<file path="config.mk">
export PLATFORM = sky130hd
export DESIGN_NAME = uart_rx_param
export DESIGN_NICKNAME = d
export VERILOG_FILES = /design/src/rtl/uart_rx_param.sv
export SDC_FILE = /design/constraint.sdc
export NUM_CORES = 1
export LEC_CHECK = 0
export ABC_AREA = 1
export CAP_MARGIN = 30
export CORE_ASPECT_RATIO = 0.9
export CORE_MARGIN = 1.5
export CORE_UTILIZATION = 55
export CTS_CLUSTER_DIAMETER = 100
export DETAILED_ROUTE_END_ITERATION = 8
export GPL_TIMING_DRIVEN = 0
export HOLD_SLACK_MARGIN = 0.12
export PLACE_DENSITY = 0.77
export SYNTH_ARGS = -nofsm -noshare
export SYNTH_HDL_FRONTEND = slang
export SYNTH_SLANG_ARGS = --single-unit
</file>
<file path="constraint.sdc">
create_clock -name clk -period 2.2 [get_ports clk]
set_clock_uncertainty 0.2 [all_clocks]
set_input_delay 0.44 -clock clk [delete_from_list [all_inputs] [get_ports clk]]
set_output_delay 0.44 -clock clk [all_outputs]
set_load 0.03 [all_outputs]
</file>
<file path="src/rtl/uart_rx_param.sv">
// uart_rx_param: parametrised UART receiver with a 2-flop synchronizer, 3-sample majority voting and a valid/ready output register.
// Optional parity checking is compiled in when the macro UART_RX_PARITY_EN is defined.
`timescale 1ns/1ps
module uart_rx_param #(
  parameter int FREQ       = 50_000_000,
  parameter int RATE       = 2_000_000,
  parameter int DATA_BITS  = 8,
  parameter int STOP_BITS  = 1,
  parameter bit PARITY_ODD = 1'b0
) (
  input  logic                 clk,
  input  logic                 rst_n,
  input  logic                 i_rx,
  output logic [DATA_BITS-1:0] o_data,
  output logic                 o_vld,
  input  logic                 i_rdy,
  output logic                 o_frame_err,
  output logic                 o_parity_err,
  output logic                 o_overrun
);

  localparam int            DIV       = FREQ / RATE;
  localparam int            CW        = (DIV > 1) ? $clog2(DIV) : 1;
  localparam logic [CW-1:0] CNT_MAX   = CW'(DIV - 1);
  localparam logic [CW-1:0] CNT_HALF  = CW'(DIV / 2);
  localparam logic [3:0]    LAST_DATA = 4'(DATA_BITS - 1);
  localparam logic [3:0]    LAST_STOP = 4'(STOP_BITS - 1);

  generate
    if (DIV < 4 || DATA_BITS < 5 || DATA_BITS > 9 || STOP_BITS < 1 || STOP_BITS > 2) begin : g_bad_cfg
      $error("uart_rx_param: unsupported configuration (DIV must be >= 4, DATA_BITS 5..9, STOP_BITS 1..2)");
    end
  endgenerate

  typedef enum logic [2:0] {
    ST_IDLE   = 3'd0,
    ST_START  = 3'd1,
    ST_DATA   = 3'd2,
`ifdef UART_RX_PARITY_EN
    ST_PARITY = 3'd3,
`endif
    ST_STOP   = 3'd4
  } state_t;

`ifdef UART_RX_PARITY_EN
  function automatic logic parity_err_calc(input logic [DATA_BITS-1:0] d, input logic p, input logic odd);
    return (^d) ^ p ^ odd;
  endfunction
`endif

  logic [1:0]           sync_r;
  logic                 rx_s, rx_d1_r, rx_d2_r, maj_s, fall_s;
  logic [CW-1:0]        cnt_r;
  logic                 en_s;
  state_t               state_r, state_n_s;
  logic [3:0]           bit_cnt_r;
  logic [DATA_BITS-1:0] shift_r;
  logic                 ferr_r, done_r;
  logic                 start_s, bit_clr_s, bit_inc_s, shift_s, stop_s, err_clr_s, done_s, perr_cap_s;

  assign rx_s   = sync_r[1];
  assign maj_s  = (rx_s & rx_d1_r) | (rx_s & rx_d2_r) | (rx_d1_r & rx_d2_r);
  assign fall_s = rx_d1_r & ~rx_s;
  assign en_s   = (state_r != ST_IDLE) && (cnt_r == CNT_MAX);

  // Input synchronizer and 3-deep sample history
  always_ff @(posedge clk or negedge rst_n) begin
    if (!rst_n) begin
      sync_r  <= 2'b11;
      rx_d1_r <= 1'b1;
      rx_d2_r <= 1'b1;
    end else begin
      sync_r  <= {sync_r[0], i_rx};
      rx_d1_r <= rx_s;
      rx_d2_r <= rx_d1_r;
    end
  end

  // Baud counter: re-phased on start detect so en lands mid-bit
  always_ff @(posedge clk or negedge rst_n) begin
    if (!rst_n) begin
      cnt_r <= '0;
    end else if (start_s) begin
      cnt_r <= CNT_HALF;
    end else if (cnt_r == CNT_MAX) begin
      cnt_r <= '0;
    end else begin
      cnt_r <= cnt_r + {{(CW-1){1'b0}}, 1'b1};
    end
  end

  // State register
  always_ff @(posedge clk or negedge rst_n) begin
    if (!rst_n) begin
      state_r <= ST_IDLE;
    end else begin
      state_r <= state_n_s;
    end
  end

  // Next-state and datapath control
  always_comb begin
    state_n_s  = state_r;
    start_s    = 1'b0;
    bit_clr_s  = 1'b0;
    bit_inc_s  = 1'b0;
    shift_s    = 1'b0;
    stop_s     = 1'b0;
    err_clr_s  = 1'b0;
    done_s     = 1'b0;
    perr_cap_s = 1'b0;
    case (state_r)
      ST_IDLE: begin
        if (fall_s) begin
          start_s   = 1'b1;
          state_n_s = ST_START;
        end else begin
          state_n_s = ST_IDLE;
        end
      end
      ST_START: begin
        if (!en_s) begin
          state_n_s = ST_START;
        end else if (maj_s) begin
          state_n_s = ST_IDLE;
        end else begin
          bit_clr_s = 1'b1;
          err_clr_s = 1'b1;
          state_n_s = ST_DATA;
        end
      end
      ST_DATA: begin
        if (!en_s) begin
          state_n_s = ST_DATA;
        end else if (bit_cnt_r == LAST_DATA) begin
          shift_s   = 1'b1;
          bit_clr_s = 1'b1;
`ifdef UART_RX_PARITY_EN
          state_n_s = ST_PARITY;
`else
          state_n_s = ST_STOP;
`endif
        end else begin
          shift_s   = 1'b1;
          bit_inc_s = 1'b1;
          state_n_s = ST_DATA;
        end
      end
`ifdef UART_RX_PARITY_EN
      ST_PARITY: begin
        if (en_s) begin
          perr_cap_s = 1'b1;
          state_n_s  = ST_STOP;
        end else begin
          state_n_s  = ST_PARITY;
        end
      end
`endif
      ST_STOP: begin
        if (!en_s) begin
          state_n_s = ST_STOP;
        end else if (bit_cnt_r == LAST_STOP) begin
          stop_s    = 1'b1;
          done_s    = 1'b1;
          state_n_s = ST_IDLE;
        end else begin
          stop_s    = 1'b1;
          bit_inc_s = 1'b1;
          state_n_s = ST_STOP;
        end
      end
      default: begin
        state_n_s = ST_IDLE;
      end
    endcase
  end

  // Bit counter, shift register and per-frame framing error
  always_ff @(posedge clk or negedge rst_n) begin
    if (!rst_n) begin
      bit_cnt_r <= 4'd0;
      shift_r   <= '0;
      ferr_r    <= 1'b0;
      done_r    <= 1'b0;
    end else begin
      done_r <= done_s;
      if (bit_clr_s) begin
        bit_cnt_r <= 4'd0;
      end else if (bit_inc_s) begin
        bit_cnt_r <= bit_cnt_r + 4'd1;
      end
      if (shift_s) begin
        shift_r <= {maj_s, shift_r[DATA_BITS-1:1]};
      end
      if (err_clr_s) begin
        ferr_r <= 1'b0;
      end else if (stop_s) begin
        ferr_r <= ferr_r | ~maj_s;
      end
    end
  end

`ifdef UART_RX_PARITY_EN
  logic perr_r;

  // Parity error captured from the parity slot
  always_ff @(posedge clk or negedge rst_n) begin
    if (!rst_n) begin
      perr_r <= 1'b0;
    end else if (err_clr_s) begin
      perr_r <= 1'b0;
    end else if (perr_cap_s) begin
      perr_r <= parity_err_calc(shift_r, maj_s, PARITY_ODD);
    end
  end
`else
  assign o_parity_err = 1'b0;
`endif

  // Output holding register: a completed frame is dropped if the held word is not being taken
  always_ff @(posedge clk or negedge rst_n) begin
    if (!rst_n) begin
      o_data       <= '0;
      o_vld        <= 1'b0;
      o_frame_err  <= 1'b0;
      o_overrun    <= 1'b0;
`ifdef UART_RX_PARITY_EN
      o_parity_err <= 1'b0;
`endif
    end else begin
      o_overrun <= 1'b0;
      if (done_r) begin
        if (!o_vld || i_rdy) begin
          o_data       <= shift_r;
          o_frame_err  <= ferr_r;
          o_vld        <= 1'b1;
`ifdef UART_RX_PARITY_EN
          o_parity_err <= perr_r;
`endif
        end else begin
          o_overrun <= 1'b1;
        end
      end else if (o_vld && i_rdy) begin
        o_vld <= 1'b0;
      end
    end
  end

endmodule

</file>
; ---- Yosys cells after proc, flatten, opt, wreduce, memory -nomap -nowiden
; Cells that the tools add are included.
[op_classes]
n_addsub = 2
n_eq_ne = 6
n_mux = 38
n_bitwise = 9
reduce_logical = 12
[ops]
columns = op, count
row1 = 2-to-1 mux 1 bit, 25
row2 = 2-to-1 mux 3 bit, 4
row3 = case mux 3 bit (4 select lines), 1
row4 = 2-to-1 mux 5 bit, 2
row5 = 2-to-1 mux 4 bit, 2
row6 = nonzero test 2 bit, 3
row7 = adder 5 x 1 -> 5 bit (second input constant), 1
row8 = equality test 5 bit (second input constant), 1
row9 = adder 4 x 1 -> 4 bit (second input constant), 1
row10 = bitwise AND 1 bit, 4
row11 = equality test 4 x 3 -> 1 bit (second input constant), 1
row12 = zero test 4 bit, 1
row13 = 2-to-1 mux 2 bit, 2
row14 = case mux 1 bit (2 select lines), 2
row15 = AND reduction 2 bit, 2
row16 = equality test 3 x 1 -> 1 bit (second input constant), 1
row17 = equality test 3 x 2 -> 1 bit (second input constant), 1
row18 = equality test 3 bit (second input constant), 1
row19 = zero test 3 bit, 1
row20 = bitwise OR 1 bit, 3
row21 = nonzero test 3 bit, 1
row22 = logical AND 1 bit, 2
row23 = != test 2 x 1 -> 1 bit (second input constant), 1
row24 = NOT 1 bit, 2
row25 = 2 further kinds, 2
[totals]
register_bits = 37
elab_cells = 80

; ---- Logic depth before layout (Yosys ltp)
; Gate-level depths: netlist of run 1.
[depth]
depth_word = 7
depth_mapped = 10
ltp_nobuf = 9

; ---- Least setup slack after synthesis of run 1
; Ideal clock, no wire load.
[synth_timing]
path_type = flip-flop to flip-flop
from = register cnt_r[0]
to = register bit_cnt_r[3]
setup_time_ps = 117
t_arrival_ps = 1251
t_required_ps = 1883
slack_ps = 632
path_stages_with_launch = 11
n_path_buf = 1
synth_period_minus_slack_ps = 1568
cell_sequence = dfrtp_1 -> inv_1 -> ha_1 -> nand2_1 -> nor2_4 -> buf_6 -> nand2_4 -> nor2_4 -> nand2_2 -> nand3_1 -> nand2_1
[synth_via]
elab_chain_len = 5
elab_cells_between_ends = 10
[synth_lines]
columns = element, line_no
row1 = from (decl), 53  ; logic [CW-1:0] cnt_r;
row2 = from (signal assigned), 88  ; cnt_r <= cnt_r + {{(CW-1){1'b0}}, 1'b1};
row3 = equality test 5 bit *, 64  ; assign en_s = (state_r != ST_IDLE) && (cnt_r == CNT_MAX);
row4 = logical AND 1 bit *, 64
row5 = 2-to-1 mux 1 bit (on tied branches), "133, 122, 160"
row6 = case mux 1 bit (2 select lines), 112  ; case (state_r)
row7 = 2-to-1 mux 4 bit / nonzero test 2 bit (equally long branches), -
row8 = to (signal assigned), 190  ; bit_cnt_r <= bit_cnt_r + 4'd1;
row9 = to (decl), 56  ; logic [3:0] bit_cnt_r;
; Mark *: on every way between the ends. The rest lies on a longest branch, timed or not.
; A chain may end at the register's enable or synchronous reset.

; ---- Worst setup path after layout of run 1
[layout_timing]
from = register o_data[4]
to = output port o_data[4]
[layout_rtl]
columns = element, line_no
row1 = from (decl), 14  ; output logic [DATA_BITS-1:0] o_data,
row2 = from (signal assigned), 234  ; o_data <= shift_r;
; No word-level cell between the ends.

==> qor.yml, run 1 <==
grt_max_degree: 38
dr_wl_met2_um: 1454
critPathMaxFanout: 2
n_fill_cell: 217
p_int_mw: 1.114
dp_hpwl_um: 2148
chipWidth_um: 61.27
grt_pass1_wl_um: 5257
dieArea_um2: 3396
fin_crit_ps: 2043
power_leakage_nw: 0.9352
cp-start-kind: "flop"
seq_area_frac_synth_pct: 55.40
yosys.area.top_type: "dfrtp_1"
clock-sinks: 37
drive_gt1_share_pct: 16.35
cts_tree: "done"
drtAntennaViolNets: 0
placed_cell_area_um2: 1866
htreeDepth: 2
hold_slack_ps: 162.9
track_usage_pct: 21.44
dp_cells: 239
rsz0062_at_grt: "no"
syn2layout_area_growth_pct: 16.90
critPathRequiredTime_ps: 1560
rows: 18
fmax_mhz: 489.4
p_per_area_nw_per_um2: 794.2
grt-ovfl-total: 0
multi_input_area_um2: 613.1
async_reset_ff_share_pct: 100.0
relSlewSlack_pct: 48.23
final_core_util_pct: 69.78
portBuffers: 14
post_cts_buffers: 0
wl_met1_um: 1315
cts_max_path_buffers: 2
p_sw_mw: 0.4461
worstSkewPairLatency_ps: 350
finalNetCount: 215
routed-wl-met3_um: 141
drt_iter0_markers: 75
avgSynthCellArea_um2: 9.083
antennaDiodeCount: 0
reg2reg_slack_ps: 450
top_layer: "met4"
synthCells: 185
clk_pin_slew_ps: 120
wl_per_cell_um: 11.98
grt_pass1_vias: 1188
switching_share_pct: 28.60
setup_tns_ps: 0
yosysMostFrequentCell: "nand2_1"
final-hold-violation-count: 0
worst-endpoint-arrival_ps: 1400
synth_cell_types: 26
dr.pass1.iters: 5
crit_type: "reg2out"
finalInstanceArea_um2: 1964
status: "finished clean"
yosys-top-cells-count: "46 x nand2_1, 33 x dfrtp_1, 25 x inv_1"
ir_worst_vdd_v: 0.0003923
synth_seq_cells: 37
ys.flop_type: "dfrtp_1"
min-delay-path-class: "reg2reg"
power_frac_clock_pct: 32.0
synth_edf_count: 0
synth.top_cell.area_share_pct: 49.14
root_buffer: "clkbuf_4"
syn_nets: 193
critPathSlowestCell: "clkdlybuf4s50_1"
p_comb_share_pct: 16.6
drc_errors: 0
core_um2: 2815
drv_slew: 0
antenna_found_initial: 0
crit_path_end_kind: "primary output"
netlist_area_um2: 1680
via_per_inst: 5.020
path_buf_inv: 1
synth_warnings: 0
final-seq-area_um2: 930.9
totalWireLength_um: 2970
cp_top_family: "buffers and inverters"
vias: 1245
cts_buffers: 5
fin_crit_sh_pct: 92.87
drv_cap: 0
die_y_um: 55.44
seq_power_share_pct: 51.4
layout.cells.non_filler: 248
start_util_pct: 59.69
cpPeakStageDelay_ps: 670
worst_pin_slew_ps: 776.5
crit_chain: "clkdlybuf4s50_1"
ys_top_cells_by_area: "dfrtp_1 49%, nand2_1 10%, dfstp_2 6.3%"
setup_viol: 0
gp_congestion: 0.8510
pin_count: 16
[path summary, 6_finish.rpt]
path,startpoint,endpoint,cells past startpoint
max,o_data[4]$_DFFE_PN0P_,o_data[4],1
min,sync_r[0]$_DFF_PN1_,sync_r[1]$_DFF_PN1_,0
max reg2reg,cnt_r[0]$_DFF_PN0_,bit_cnt_r[2]$_DFFE_PN0P_,10
min reg2reg,sync_r[0]$_DFF_PN1_,sync_r[1]$_DFF_PN1_,0
max in group asynchronous,rst_n,bit_cnt_r[3]$_DFFE_PN0P_,2
min in group asynchronous,rst_n,shift_r[0]$_DFFE_PN0P_,2
[flip-flops by register name, summed over array words and instances, names as in the netlist, 2 cells and up]
register   cells
o_data         8
shift_r        8
sync_r         2
cnt_r          5
state_r        3
bit_cnt_r      4
[final cells by class]
type | count | share of cell area (%)
sequential | 37 | 47.39
inverter | 29 | 5.541
timing repair buffer | 15 | 7.389
buffer | 4 | 1.401
clock buffer | 6 | 2.611
multi-input combinational | 115 | 31.21
clock inverter | 2 | 1.911
tap | 40 | 2.548
[per-stage QoR]
step | setup WS (ps) | power [mW]
5_1_grt | 75.49 | 1.649
3_3_place_gp | -242.6 | 1.048
2_1_floorplan | 632.1 | 1.005
3_5_place_dp | 120.1 | 1.077
4_1_cts | 148.0 | 1.576
6_report | 156.8 | 1.560
[layout by cell type (no fill, tap or decap), types with 2 or more instances in the layout]
cell / count
buf_2: 2
clkbuf_4: 5
clkdlybuf4s50_1: 13
dfrtp_1: 33
dfstp_2: 4
ha_1: 4
inv_1: 25
inv_2: 4
nand2_1: 46
nand2_2: 4
nand3_1: 11
nand3_2: 3
nor2_1: 9
nor2_4: 3
nor3_1: 4
o21ai_0: 11
o21ai_1: 9
xor2_1: 4
[power by group through the flow]
stage / sequential, mW / clock [mW] / combinational (mW)
2_1_floorplan: 0.800 / 0 / 0.204
3_3_place_gp: 0.808 / 0 / 0.240
3_5_place_dp: 0.814 / 0 / 0.263
4_1_cts: 0.801 / 0.509 / 0.265
5_1_grt: 0.809 / 0.546 / 0.294
6_report: 0.802 / 0.499 / 0.260
[per-layer routing]
layer / vias to the layer above / track usage [%]
met5: - / 0
met4: 0 / 8.385
met3: 6 / 7.728
met1: 591 / 26.21
met2: 25 / 33.89
li1: 623 / -
[kinds of logic after synthesis]
logic type	Yosys count	synth area share [%]
AOI/OAI and AO/OA	22	6.850
xor gates and xnor gates	4	2.085
adders and majority gates	4	2.979
buffers and inverters	33	8.116
DFF	37	55.40
muxes	1	0.6701
other	1	0.2232
and+or+nand+nor	83	23.68
[repair_timing]
action                    in CTS  in global routing
resized for setup              0                  0
hold buffers                   1                  0
hold endpoints to repair      33                  0
Note: power is estimated with default switching activity, not from simulation.
==> run 2: changes to the inputs <==
--- a/config.mk
+++ b/config.mk
@@ -5,7 +5,6 @@
 export SDC_FILE = /design/constraint.sdc
 export NUM_CORES = 1
 export LEC_CHECK = 0
-export ABC_AREA = 1
 export CAP_MARGIN = 30
 export CORE_ASPECT_RATIO = 0.9
 export CORE_MARGIN = 1.5
==> run 2 against run 1 <==
Sequential power is 2% higher. Synthesized cell count is 31% lower. Critical path depth is 6 higher. Final cell count is 23% lower. Critical endpoint is now bit_cnt_r[3]$_DFFE_PN0P_. Die area is 5.3% lower. Combinational power is 6% lower. Cell area is 5.5% lower. Via count is 16% lower. First-iteration DRC count is 51% lower. Clock power is 28% lower.
==> qor.yml, run 2 <==
cts_max_path_buffers: 2
cts_buffers: 5
dr.pass1.iters: 5
antennaDiodeCount: 0
critPathMaxFanout: 8
netlist_area_um2: 1587
min-delay-path-class: "reg2reg"
setup_tns_ps: 0
fin_crit_sh_pct: 93.99
yosys-top-cells-count: "33 x dfrtp_1, 13 x mux2_2"
status: "finished clean"
die_y_um: 53.95
worst-endpoint-arrival_ps: 2140
critPathRequiredTime_ps: 2270
totalWireLength_um: 2668
final_cell_mix: "33 x dfrtp_1, 13 x mux2_2, 13 x clkdlybuf4s50_1"
synthCells: 127
track_usage_pct: 20.61
grt_pass1_vias: 1069
p_total_mw: 1.422
vias: 1040
final-hold-violation-count: 0
antenna_found_initial: 0
worstSkewPairLatency_ps: 340
synth_cell_types: 36
drt_iter0_markers: 37
fmax_mhz: 483.6
clk_pin_slew_ps: 90
ys.flop_type: "dfrtp_1"
wl_per_cell_um: 13.90
final_common_cell: "dfrtp_1"
syn2layout_area_growth_pct: 17.03
critPathSlowestCell: "or4_1"
dieArea_um2: 3216
reg_top3: "o_data (8), shift_r (8), cnt_r (5)"
grt_pass1_wl_um: 4609
cp-start-kind: "flop"
htreeDepth: 2
seq_area_frac_synth_pct: 58.68
crit_type: "reg2reg"
p_per_area_nw_per_um2: 765.7
gp_congestion: 0.7247
finalNetCount: 159
placed_cell_area_um2: 1772
crit_chain: "inv_1, ha_1, and4b_2, nand2b_1, buf_6, or4_1, a21oi_1"
drive_gt1_share_pct: 20.39
chipWidth_um: 59.62
worst_pin_slew_ps: 778.2
pin_count: 16
cpPeakStageDelay_ps: 500
root_buffer: "clkbuf_4"
start_util_pct: 57.74
grt-ovfl-total: 0
synth.top_cell.area_share_pct: 52.05
yosysMostFrequentCell: "dfrtp_1"
synth_edf_count: 0
cts_tree: "done"
drv_slew: 0
dp_hpwl_um: 1883
relSlewSlack_pct: 48.12
via_per_inst: 5.417
avgSynthCellArea_um2: 12.49
core_um2: 2748
ys_top_cells_by_area: "dfrtp_1 52%, mux2_2 9.2%, dfstp_2 6.6%"
rsz0062_at_grt: "no"
setup_viol: 0
portBuffers: 14
hold_slack_ps: 163.2
drv_cap: 0
async_reset_ff_share_pct: 100.0
crit_path_end_kind: "flop"
syn_nets: 135
finalInstanceArea_um2: 1857
synth_warnings: 0
rows: 18
fin_crit_ps: 2068
ir_worst_vdd_v: 0.0006284
grt_max_degree: 38
synth_seq_cells: 37
power_leakage_nw: 0.8572
drc_errors: 0
clock-sinks: 37
yosys.area.top_type: "dfrtp_1"
drtAntennaViolNets: 0
==> run 2: cell type report <==
type,instances,area (um2)
buffer,3,23.77
fill,225,890.9
inverter,6,22.52
clock buffer,8,58.81
sequential,37,930.9
multi-input combinational,81,610.6
timing repair buffer,17,160.2
tap,40,50.05
==> run 2: worst max-delay path, delay by kind of cell (launching register included) <==
kind	cells	cell delay, ps
and+or+nand+nor	3	860
DFF	1	420
buffers and inverters	2	210
adders and majority gates	1	170
AOI/OAI and AO/OA	1	160
==> run 2: what timing repair did <==
action,in CTS,in global routing
hold buffers,1,0
resized for setup,0,1
hold endpoints to repair,33,0
endpoints found under the setup margin,0,1
setup buffers,0,2
==> run 2: routing by layer <==
metal	vias up	wire length, um	GRT usage (%)
met5	-	0	0
met4	0	78	13.70
met3	8	116	5.529
met2	27	1292	34.25
met1	510	1180	23.54
li1	495	-	-
==> run 2: cell families after synthesis <==
family	share of synthesized area, %
buf+inv	2.918
mux	12.07
other cells	0.2364
fa+ha+maj	3.786
flops	58.67
simple gates	13.41
compound gates	7.256
xor+xnor	1.656
==> run 2: power breakdown <==
group	internal [mW]	total, mW	switching [mW]	leakage (nW)
logic	0.123	0.244	0.121	0.336
clock network	0.158	0.361	0.203	0.0326
registers	0.745	0.817	0.0715	0.489
total	1.03	1.42	0.396	0.857
==> run 2: stage by stage <==
step / std cells / worst slack (ps) / utilization, %
2_1_floorplan: 127 / 285.1 / -
3_3_place_gp: 181 / -233.0 / 64.66
3_5_place_dp: 181 / 124.8 / 64.48
4_1_cts: 190 / 99.92 / 66.99
5_1_grt: 192 / 4.440 / 67.58
6_report: 192 / 132.3 / 67.58
==> run 2: worst paths after layout <==
path / start / end / slack (ps) / cells past startpoint
min: sync_r[0]$_DFF_PN1_ / sync_r[1]$_DFF_PN1_ / 160 / 0
max reg2reg: cnt_r[0]$_DFF_PN0_ / bit_cnt_r[3]$_DFFE_PN0P_ / 130 / 7
max in group asynchronous: rst_n / state_r[0]$_DFF_PN0_ / 800 / 2
min in group asynchronous: rst_n / o_data[0]$_DFFE_PN0P_ / 500 / 2
max: cnt_r[0]$_DFF_PN0_ / bit_cnt_r[3]$_DFFE_PN0P_ / 130 / 7
min reg2reg: sync_r[0]$_DFF_PN1_ / sync_r[1]$_DFF_PN1_ / 160 / 0
==> run 3: changes to the inputs <==
--- a/config.mk
+++ b/config.mk
@@ -5,6 +5,7 @@
 export SDC_FILE = /design/constraint.sdc
 export NUM_CORES = 1
 export LEC_CHECK = 0
+export ABC_CLOCK_PERIOD_IN_PS = 2200
 export CAP_MARGIN = 30
 export CORE_ASPECT_RATIO = 0.9
 export CORE_MARGIN = 1.5
==> results of run 3 <==
Final layout, timing and power as in run 2 (identical DEF).
